==> src/rtl/corefifo_gray_ptr_sync.sv <==
// ---------------------------------------------------------------------------
// corefifo_gray_ptr_sync
//
// Destination-domain synchroniser for a CoreFIFO Gray-coded read or write
// pointer. The foreign-domain pointer passes through a chain of SYNC_STAGES
// flops. It is then converted to binary in one registered stage, which also
// produces a change pulse and the modulo advance since the previous value.
// An optional checker flags Gray steps that flip more than one bit between
// consecutive synchronised samples.
//
// Optional feature macro: COREFIFO_GRAY_CHECK_EN
//   defined   : prev_gray, the multi-bit detector, err_multi and err_sticky
//               are built, and clr_err clears err_sticky.
//   undefined : the checker is absent, err_multi/err_sticky are tied to 0,
//               and clr_err is ignored. All other outputs and latencies are
//               unchanged.
//
// Parameters
//   ADDRWIDTH   : pointer address bits; pointer buses are ADDRWIDTH+1 wide
//                 (the extra bit is the wrap bit).
//   SYNC_STAGES : synchroniser depth, 2..4. Any other value stops elaboration.
//
// Ports
//   clk        in   destination clock; every flop is on the rising edge
//   rstn       in   asynchronous active-low reset
//   inp_gray   in   [ADDRWIDTH:0] Gray pointer from the foreign domain
//   clr_err    in   synchronous clear of err_sticky
//   sync_gray  out  [ADDRWIDTH:0] last synchroniser stage (Gray)
//   sync_bin   out  [ADDRWIDTH:0] registered binary of sync_gray
//   ptr_chg    out  one-cycle pulse when sync_bin changes
//   ptr_delta  out  [ADDRWIDTH:0] (new - previous sync_bin) modulo 2^(ADDRWIDTH+1)
//   err_multi  out  one-cycle pulse on a multi-bit Gray step
//   err_sticky out  latched err_multi
//
// Latency from inp_gray: sync_gray SYNC_STAGES clocks; sync_bin, ptr_chg,
// ptr_delta and err_multi SYNC_STAGES+1 clocks. Every output comes from a
// flop, so no input reaches an output through combinational logic.
// ---------------------------------------------------------------------------
module corefifo_gray_ptr_sync #(
    parameter int ADDRWIDTH   = 3,
    parameter int SYNC_STAGES = 2
) (
    input  logic               clk,
    input  logic               rstn,
    input  logic [ADDRWIDTH:0] inp_gray,
    input  logic               clr_err,
    output logic [ADDRWIDTH:0] sync_gray,
    output logic [ADDRWIDTH:0] sync_bin,
    output logic               ptr_chg,
    output logic [ADDRWIDTH:0] ptr_delta,
    output logic               err_multi,
    output logic               err_sticky
);

    localparam int W = ADDRWIDTH + 1;

    // Stop at elaboration on an unsupported synchroniser depth.
    generate
        if (SYNC_STAGES < 2 || SYNC_STAGES > 4) begin : g_bad_stages
            $fatal(1, "corefifo_gray_ptr_sync: SYNC_STAGES must be 2..4");
        end
    endgenerate

    // Gray to binary: b[MSB] = g[MSB], b[i] = b[i+1] ^ g[i].
    function automatic logic [W-1:0] gray2bin(input logic [W-1:0] g);
        logic [W-1:0] b;
        b[W-1] = g[W-1];
        for (int i = W - 2; i >= 0; i--) begin
            b[i] = b[i+1] ^ g[i];
        end
        return b;
    endfunction

    // -----------------------------------------------------------------------
    // Synchroniser chain
    // -----------------------------------------------------------------------
    logic [W-1:0] stage [SYNC_STAGES];

    always_ff @(posedge clk or negedge rstn) begin
        if (!rstn) begin
            for (int i = 0; i < SYNC_STAGES; i++) begin
                stage[i] <= '0;
            end
        end else begin
            stage[0] <= inp_gray;
            for (int i = 1; i < SYNC_STAGES; i++) begin
                stage[i] <= stage[i-1];
            end
        end
    end

    assign sync_gray = stage[SYNC_STAGES-1];

    // -----------------------------------------------------------------------
    // Binary stage with change pulse and modulo advance
    // -----------------------------------------------------------------------
    logic [W-1:0] bin_next;
    logic [W-1:0] delta_next;
    logic [W-1:0] sync_bin_q;
    logic [W-1:0] ptr_delta_q;
    logic         ptr_chg_q;

    // sync_bin_q still holds the binary of the previous sync_gray, so the
    // subtraction is the advance since the last sample. Truncation to W bits
    // makes a wrap (e.g. 15 -> 0) read as a forward step of 1.
    always_comb begin
        bin_next   = gray2bin(sync_gray);
        delta_next = bin_next - sync_bin_q;
    end

    always_ff @(posedge clk or negedge rstn) begin
        if (!rstn) begin
            sync_bin_q  <= '0;
            ptr_delta_q <= '0;
            ptr_chg_q   <= 1'b0;
        end else begin
            sync_bin_q  <= bin_next;
            ptr_delta_q <= delta_next;
            ptr_chg_q   <= (delta_next != '0);
        end
    end

    assign sync_bin  = sync_bin_q;
    assign ptr_delta = ptr_delta_q;
    assign ptr_chg   = ptr_chg_q;

    // -----------------------------------------------------------------------
    // Multi-bit Gray step detector
    // -----------------------------------------------------------------------
`ifdef COREFIFO_GRAY_CHECK_EN
    logic [W-1:0] prev_gray;
    logic [W-1:0] gray_diff;
    logic         err_multi_next;
    logic         err_multi_q;
    logic         err_sticky_q;

    // More than one bit set: nonzero, and clearing the lowest set bit
    // (x & (x-1)) still leaves something.
    always_comb begin
        gray_diff      = sync_gray ^ prev_gray;
        err_multi_next = (gray_diff != '0) &&
                         ((gray_diff & (gray_diff - W'(1))) != '0);
    end

    // A new error wins over a simultaneous clear.
    always_ff @(posedge clk or negedge rstn) begin
        if (!rstn) begin
            prev_gray    <= '0;
            err_multi_q  <= 1'b0;
            err_sticky_q <= 1'b0;
        end else begin
            prev_gray    <= sync_gray;
            err_multi_q  <= err_multi_next;
            err_sticky_q <= err_multi_next | (err_sticky_q & ~clr_err);
        end
    end

    assign err_multi  = err_multi_q;
    assign err_sticky = err_sticky_q;
`else
    // Checker not built: clr_err has no function.
    logic unused_clr_err;
    assign unused_clr_err = clr_err;

    assign err_multi  = 1'b0;
    assign err_sticky = 1'b0;
`endif

endmodule

==> config.mk <==
export PLATFORM = sky130hd
export DESIGN_NAME = corefifo_gray_ptr_sync
export DESIGN_NICKNAME = d
export VERILOG_FILES = /design/src/rtl/corefifo_gray_ptr_sync.sv
export SDC_FILE = /design/constraint.sdc
export NUM_CORES = 1
export LEC_CHECK = 0
export ABC_AREA = 1
export CORE_MARGIN = 5
export CORE_UTILIZATION = 50
export CTS_BUF_LIST = sky130_fd_sc_hd__clkbuf_8
export DETAILED_ROUTE_END_ITERATION = 16
export PLACE_DENSITY = 0.87
export SETUP_SLACK_MARGIN = 0.02
export SYNTH_ARGS = -nofsm -noshare
export SYNTH_HDL_FRONTEND = slang
export SYNTH_SLANG_ARGS = --single-unit
==> constraint.sdc <==
create_clock -name clk -period 5.7 [get_ports clk]
set_input_delay 1.14 -clock clk [delete_from_list [all_inputs] [get_ports clk]]
set_output_delay 1.14 -clock clk [all_outputs]
set_load 0.01 [all_outputs]
==> flow_summary_export.csv, run 1 <==
group,metric,value,unit
yosys,synth_xor_area_frac,0.02500,
cells_and_area,num-fill-cells,101,
yosys,netlist_area,700.7,µm²
clock_network,cts_tree,"built",
cells_and_area,final_area,903.4,µm²
clock_network,cts.sinks,17,
worst_setup_path,slowest_delay,580,ps
worst_setup_path,r2r-end,"ptr_chg$_DFF_PN0_",
worst_setup_path,critical_path_class,"flip-flop to output port",
worst_setup_path,reg2reg_from,"sync_gray[3]$_DFF_PN0_",
die,placementRows,13,
worst_setup_path,critPathBufInv,1,
hold_path,hold_path_class,"flip-flop to flip-flop",
die,start_util,0.5318,
route,dr.pass1.iters,2,
route,dr.first_iter.drc_count,1,
sta,hold_viol,0,
yosys,avgSynthCellArea,11.12,µm²
worst_setup_path,cp-end-kind,"output port",
route,drc,0,
yosys,synth-simple-area-share,0.1446,
pwr,vdd_drop_max,190.3,µV
run_status,status,"finished clean",
yosys,yosys_warnings,0,
clock_network,cts-resized-gates,0,
yosys,netlist_instances,63,
sta,grt_setup_unrepaired,"false",
worst_setup_path,slowest_stage,"clkdlybuf4s50_1",
yosys,ys_types,16,
clock_network,cts-root-buf,"clkbuf_8",
cells_and_area,nets,92,
sta,slew_headroom,0.5312,
route,vias_per_cell,4.337,
route,routed_wl,947,µm
worst_setup_path,reg2reg_slack,3710,ps
worst_setup_path,crit_path_end,"sync_gray[3]",
yosys,ys_seq_area_frac,0.6071,
worst_setup_path,worst_setup_path_start_kind,"flip-flop",
worst_setup_path,critPathMaxFanout,6,
sta,clock.fmax,414.5,MHz
worst_setup_path,path_depth,1,
route,vias,412,
cells_and_area,regArea,425.4,µm²
clock_network,clk_path_buf_depth,2,
cells_and_area,diodes,0,
clock_network,cts_buffers,3,
worst_setup_path,cp.required,4560,ps
clock_network,path_clk_slew,60,ps
worst_setup_path,cp_cell_sequence,"clkdlybuf4s50_1",
sta,fin_worst_skew,2.600,ps
grt,grt_first_pass_wirelength,1662,µm
pwr,p_per_area,317.2,mW/mm²
place,port_buffers,18,
cells_and_area,multiInputGateArea,188.9,µm²
yosys,synthAdderAreaFrac,0.08214,
grt,grtUsageTotal,0.1112,
clock_network,hold_buffers,0,
sta,fin_crit_sh,0.4232,
sta,fin_setup_tns,0,ps
run,cap_violations,0,
worst_setup_path,r2r_cells,12,
die,ioPinCount,22,
place,gp_congestion,0.7271,
sta,tightest_slew,700.9,ps
pwr,p_leak,0.0004560,µW
grt,grt_max_degree,18,
worst_setup_path,crit_arrival,1270,ps
cells_and_area,area_growth,28.93,%
yosys,synth-seq-cells,17,
die,die_y,47.44,µm
clock_network,h-tree-depth,1,
worst_setup_path,crit_family,"buffers and inverters",
clock_network,worstSkewPairLatency,240,ps
yosys,synthMuxAreaShare,0,
die,die_area,0.002250,mm²
die,die_w,47.44,µm
place,dp_hpwl,777.2,µm
grt,globalRouteOverflowTotal,0,
die,core-area,0.001318,mm²
worst_setup_path,cp-startpoint,"sync_gray[3]$_DFF_PN0_",
grt,grt_pass1_vias,429,
sta,final_period_minus_worst_setup_slack,2412,ps
yosys,synth_compound_area_frac,0.007143,
sta,slew_viol_final,0,
sta,setup_viol,0,
grt,antenna_found_initial,0,
cells_and_area,drive_above_1_share,0.1375,
route,wl_per_cell,9.968,µm
place,placed_area,858.3,µm²
yosys,synth_top_family_by_area,"simple AND/OR/NAND/NOR gates",
route,ant_nets,0,
clock_network,post-cts-setup-buffers,0,
-- worst min-delay path by stage --
| stage | start | to | slack [ps] | depth (start not counted) |
|---|---|---|---|---|
| 2_1_floorplan | stage[4]$_DFF_PN0_ | sync_gray[0]$_DFF_PN0_ | 330 | 0 |
| 3_5_place_dp | stage[7]$_DFF_PN0_ | sync_gray[3]$_DFF_PN0_ | 340 | 0 |
| 3_3_place_gp | stage[7]$_DFF_PN0_ | sync_gray[3]$_DFF_PN0_ | 330 | 0 |
| 6_report | stage[7]$_DFF_PN0_ | sync_gray[3]$_DFF_PN0_ | 350 | 0 |
| 5_1_grt | stage[7]$_DFF_PN0_ | sync_gray[3]$_DFF_PN0_ | 370 | 0 |
| 4_1_cts | stage[7]$_DFF_PN0_ | sync_gray[3]$_DFF_PN0_ | 350 | 0 |
-- routing by layer --
layer / share of wire / vias up / GRT usage
met5: 0 / - / 0
met4: 0.015 / 0 / 0.09945
met3: 0.087 / 2 / 0.03383
met2: 0.47 / 14 / 0.1604
met1: 0.43 / 181 / 0.1322
li1: - / 215 / -
-- synth_stat cells --
cell type	number	area, µm²
nand2_2	3	18.77
ha_1	3	37.54
conb_1	1	3.750
inv_2	2	7.510
nor2_1	2	7.510
dfrtp_1	17	425.4
nand3_1	3	15.01
nand2_1	9	33.78
or2_2	1	6.260
xnor2_1	1	8.760
o21ai_0	1	5.000
nand3_2	2	20.02
buf_4	6	45.04
fa_1	1	20.02
inv_1	10	37.54
xor2_1	1	8.760
-- layout make-up --
type,count,share of cell area
clock buffers,3,0.04571
multi-input cells,29,0.2091
flip-flops and latches,17,0.4709
repair buffers,18,0.1994
clock inverters,1,0.004155
well taps,15,0.02078
inverters,12,0.04986
-- flip-flops by register name (all words and copies together), names as in the netlist --
name       cells
ptr_delta      4
stage          4
sync_gray      4
sync_bin       4
ptr_chg        1
-- where the power goes --
| group | switching, µW | internal [µW] |
|---|---|---|
| combinational | 29.3 | 35.5 |
| clock | 34.1 | 47.5 |
| sequential | 5.55 | 135 |
-- kinds of logic after synthesis --
| kind of cell | count (synthesis) |
|---|---|
| AOI/OAI and AO/OA | 1 |
| xor gates and xnor gates | 2 |
| adders and majority gates | 4 |
| buffers and inverters | 18 |
| DFF | 17 |
| other | 1 |
| and+or+nand+nor | 20 |
-- cell usage in the layout, fill, tap and decap left out, drive strengths merged --
cell type	n
clkdlybuf4s50	18
dfrtp	17
inv	13
ha	3
or2	1
xnor2	1
nor2	2
nand3	5
fa	1
conb	2
nand2	12
xor2	1
clkbuf	3
o21ai	1
-- through the flow --
| step | instances | util | setup slack (ps) | hold slack, ps | total power (µW) |
|---|---|---|---|---|---|
| 2_1_floorplan | 64 | - | 3836 | 331.2 | 176.7 |
| 3_3_place_gp | 91 | 0.6515 | 3565 | 331.8 | 206.7 |
| 3_5_place_dp | 91 | 0.6515 | 3549 | 335.6 | 208.7 |
| 4_1_cts | 95 | 0.6857 | 3279 | 348.9 | 292.5 |
| 5_1_grt | 95 | 0.6857 | 3227 | 367.0 | 307.7 |
| 6_report | 95 | 0.6857 | 3288 | 345.6 | 286.5 |
Note: power is estimated with default switching activity, not from simulation.
==> inputs of run 2 (changes only) <==
--- a/config.mk
+++ b/config.mk
@@ -7,10 +7,10 @@
 export LEC_CHECK = 0
 export ABC_AREA = 1
 export CORE_MARGIN = 5
-export CORE_UTILIZATION = 50
+export CORE_UTILIZATION = 46
 export CTS_BUF_LIST = sky130_fd_sc_hd__clkbuf_8
 export DETAILED_ROUTE_END_ITERATION = 16
-export PLACE_DENSITY = 0.87
+export PLACE_DENSITY = 0.81
 export SETUP_SLACK_MARGIN = 0.02
 export SYNTH_ARGS = -nofsm -noshare
 export SYNTH_HDL_FRONTEND = slang
==> constraint.sdc (replaced) <==
create_clock -name clk -period 2.52 [get_ports clk]
set_input_delay 0.504 -clock clk [delete_from_list [all_inputs] [get_ports clk]]
set_output_delay 0.504 -clock clk [all_outputs]
set_load 0.01 [all_outputs]
==> flow_summary_export.csv, run 2 (synthesis results as in run 1) <==
group,metric,value,unit
cells_and_area,final_area,904.6,µm²
route,dr.first_iter.drc_count,5,
grt,antenna_found_initial,0,
worst_setup_path,worst_setup_path_start_kind,"flip-flop",
worst_setup_path,slowest_stage,"fa_1",
worst_setup_path,cpMostUsedCell,"nand2_2",
clock_network,clk_path_buf_depth,2,
sta,fin_crit_sh,0.7963,
die,core-area,0.001471,mm²
clock_network,cts-resized-gates,0,
route,drc,0,
worst_setup_path,critPathMaxFanout,6,
place,placed_area,859.6,µm²
run,cap_violations,0,
cells_and_area,diodes,0,
grt,globalRouteOverflowTotal,0,
worst_setup_path,crit_arrival,2140,ps
place,dp_hpwl,826.8,µm
clock_network,h-tree-depth,1,
worst_setup_path,cp-end-kind,"flip-flop",
route,dr.pass1.iters,2,
sta,clock.fmax,498.3,MHz
clock_network,cts_buffers,3,
clock_network,path_clk_slew,60,ps
sta,final_period_minus_worst_setup_slack,2007,ps
worst_setup_path,slowest_delay,530,ps
sta,hold_viol,0,
cells_and_area,final_cell_mix,"clkdlybuf4s50_1, dfrtp_1, inv_1, nand2_1",
cells_and_area,nets,92,
die,start_util,0.4762,
grt,grt_first_pass_wirelength,1814,µm
route,vias_per_cell,4.656,
die,die_area,0.002404,mm²
clock_network,post-cts-setup-buffers,0,
sta,timing.final.ws_setup,513.4,ps
sta,grt_setup_unrepaired,"false",
grt,grtUsageTotal,0.09917,
sta,fin_setup_tns,0,ps
cells_and_area,final_cells,96,
clock_network,cts-root-buf,"clkbuf_8",
die,ioPinCount,22,
pwr,vdd_drop_max,431.7,µV
clock_network,hold_buffers,0,
place,port_buffers,18,
place,place_ws,510.7,ps
worst_setup_path,cp_cell_sequence,"inv_2, nand2_1, nand3_2, nand2_2, nand2_2, nand2_2, inv_2, ha_1, fa_1, nand2_1, nor2_1, nand3_1",
cells_and_area,num-fill-cells,110,
die,placementRows,14,
route,routed_wl,1024,µm
route,vias,447,
place,gp_congestion,0.7215,
cells_and_area,area_growth,29.11,%
route,ant_nets,0,
cells_and_area,final_common_cell,"clkdlybuf4s50_1",
sta,slew_headroom,0.5211,
hold_path,hold_path_class,"flip-flop to flip-flop",
run_status,status,"finished clean",
sta,tightest_slew,716.1,ps
sta,slew_viol_final,0,
place,placed_cells,92,
route,wl_per_cell,10.67,µm
worst_setup_path,crit_family,"adder cells",
grt,grt_max_degree,18,
worst_setup_path,critical_path_class,"flip-flop to flip-flop",
die,die_y,49.03,µm
worst_setup_path,cp.required,2650,ps
worst_setup_path,critPathBufInv,2,
pwr,total_power,658.4,µW
sta,fin_worst_skew,1.795,ps
pwr,p_leak,0.0004560,µW
grt,grt_pass1_vias,461,
die,die_w,49.03,µm
cells_and_area,drive_above_1_share,0.1375,
pwr,p_per_area,727.9,mW/mm²
clock_network,cts.sinks,17,
sta,setup_viol,0,
clock_network,cts_tree,"built",
clock_network,worstSkewPairLatency,240,ps
## run 2: cell counts in the layout (fill, tap and decap cells not counted)
No cell type changed its count.
## run 2: per-layer routing
metal,track usage,up-vias,part of all wire
met5,0,-,0
met4,0.08072,0,0.0068
met3,0.03364,2,0.087
met2,0.1696,15,0.54
met1,0.09393,215,0.36
li1,-,215,-
## run 2: area by class of cell
| cell class | instances | area (µm²) | area share |
|---|---|---|---|
| inverters | 12 | 45.04 | 0.04979 |
| clock buffers | 3 | 41.29 | 0.04564 |
| well taps | 16 | 20.02 | 0.02213 |
| clock inverters | 1 | 3.754 | 0.004149 |
| multi-input cells | 29 | 188.9 | 0.2089 |
| repair buffers | 18 | 180.2 | 0.1992 |
| flip-flops and latches | 17 | 425.4 | 0.4703 |
## run 2: through the flow
stage | hold slack [ps] | utilization
2_1_floorplan | 208.4 | -
3_3_place_gp | 332.0 | 0.5842
3_5_place_dp | 338.0 | 0.5842
4_1_cts | 355.8 | 0.6148
5_1_grt | 361.3 | 0.6148
6_report | 350.7 | 0.6148
## run 2: path summary, 6_finish.rpt
path | startpoint | to | slack (ps) | cells past startpoint
min | stage[4]$_DFF_PN0_ | sync_gray[0]$_DFF_PN0_ | 350 | 0
max in group asynchronous | rstn | sync_gray[1]$_DFF_PN0_ | 1380 | 1
min in group asynchronous | rstn | sync_bin[3]$_DFF_PN0_ | 690 | 1
min reg2reg | stage[4]$_DFF_PN0_ | sync_gray[0]$_DFF_PN0_ | 350 | 0
max | sync_gray[3]$_DFF_PN0_ | ptr_chg$_DFF_PN0_ | 510 | 12
max reg2reg | sync_gray[3]$_DFF_PN0_ | ptr_chg$_DFF_PN0_ | 510 | 12
## run 2: power by group
group | switching (µW) | internal (µW)
logic | 67.5 | 80.6
clock network | 85.2 | 108
registers | 13.1 | 304
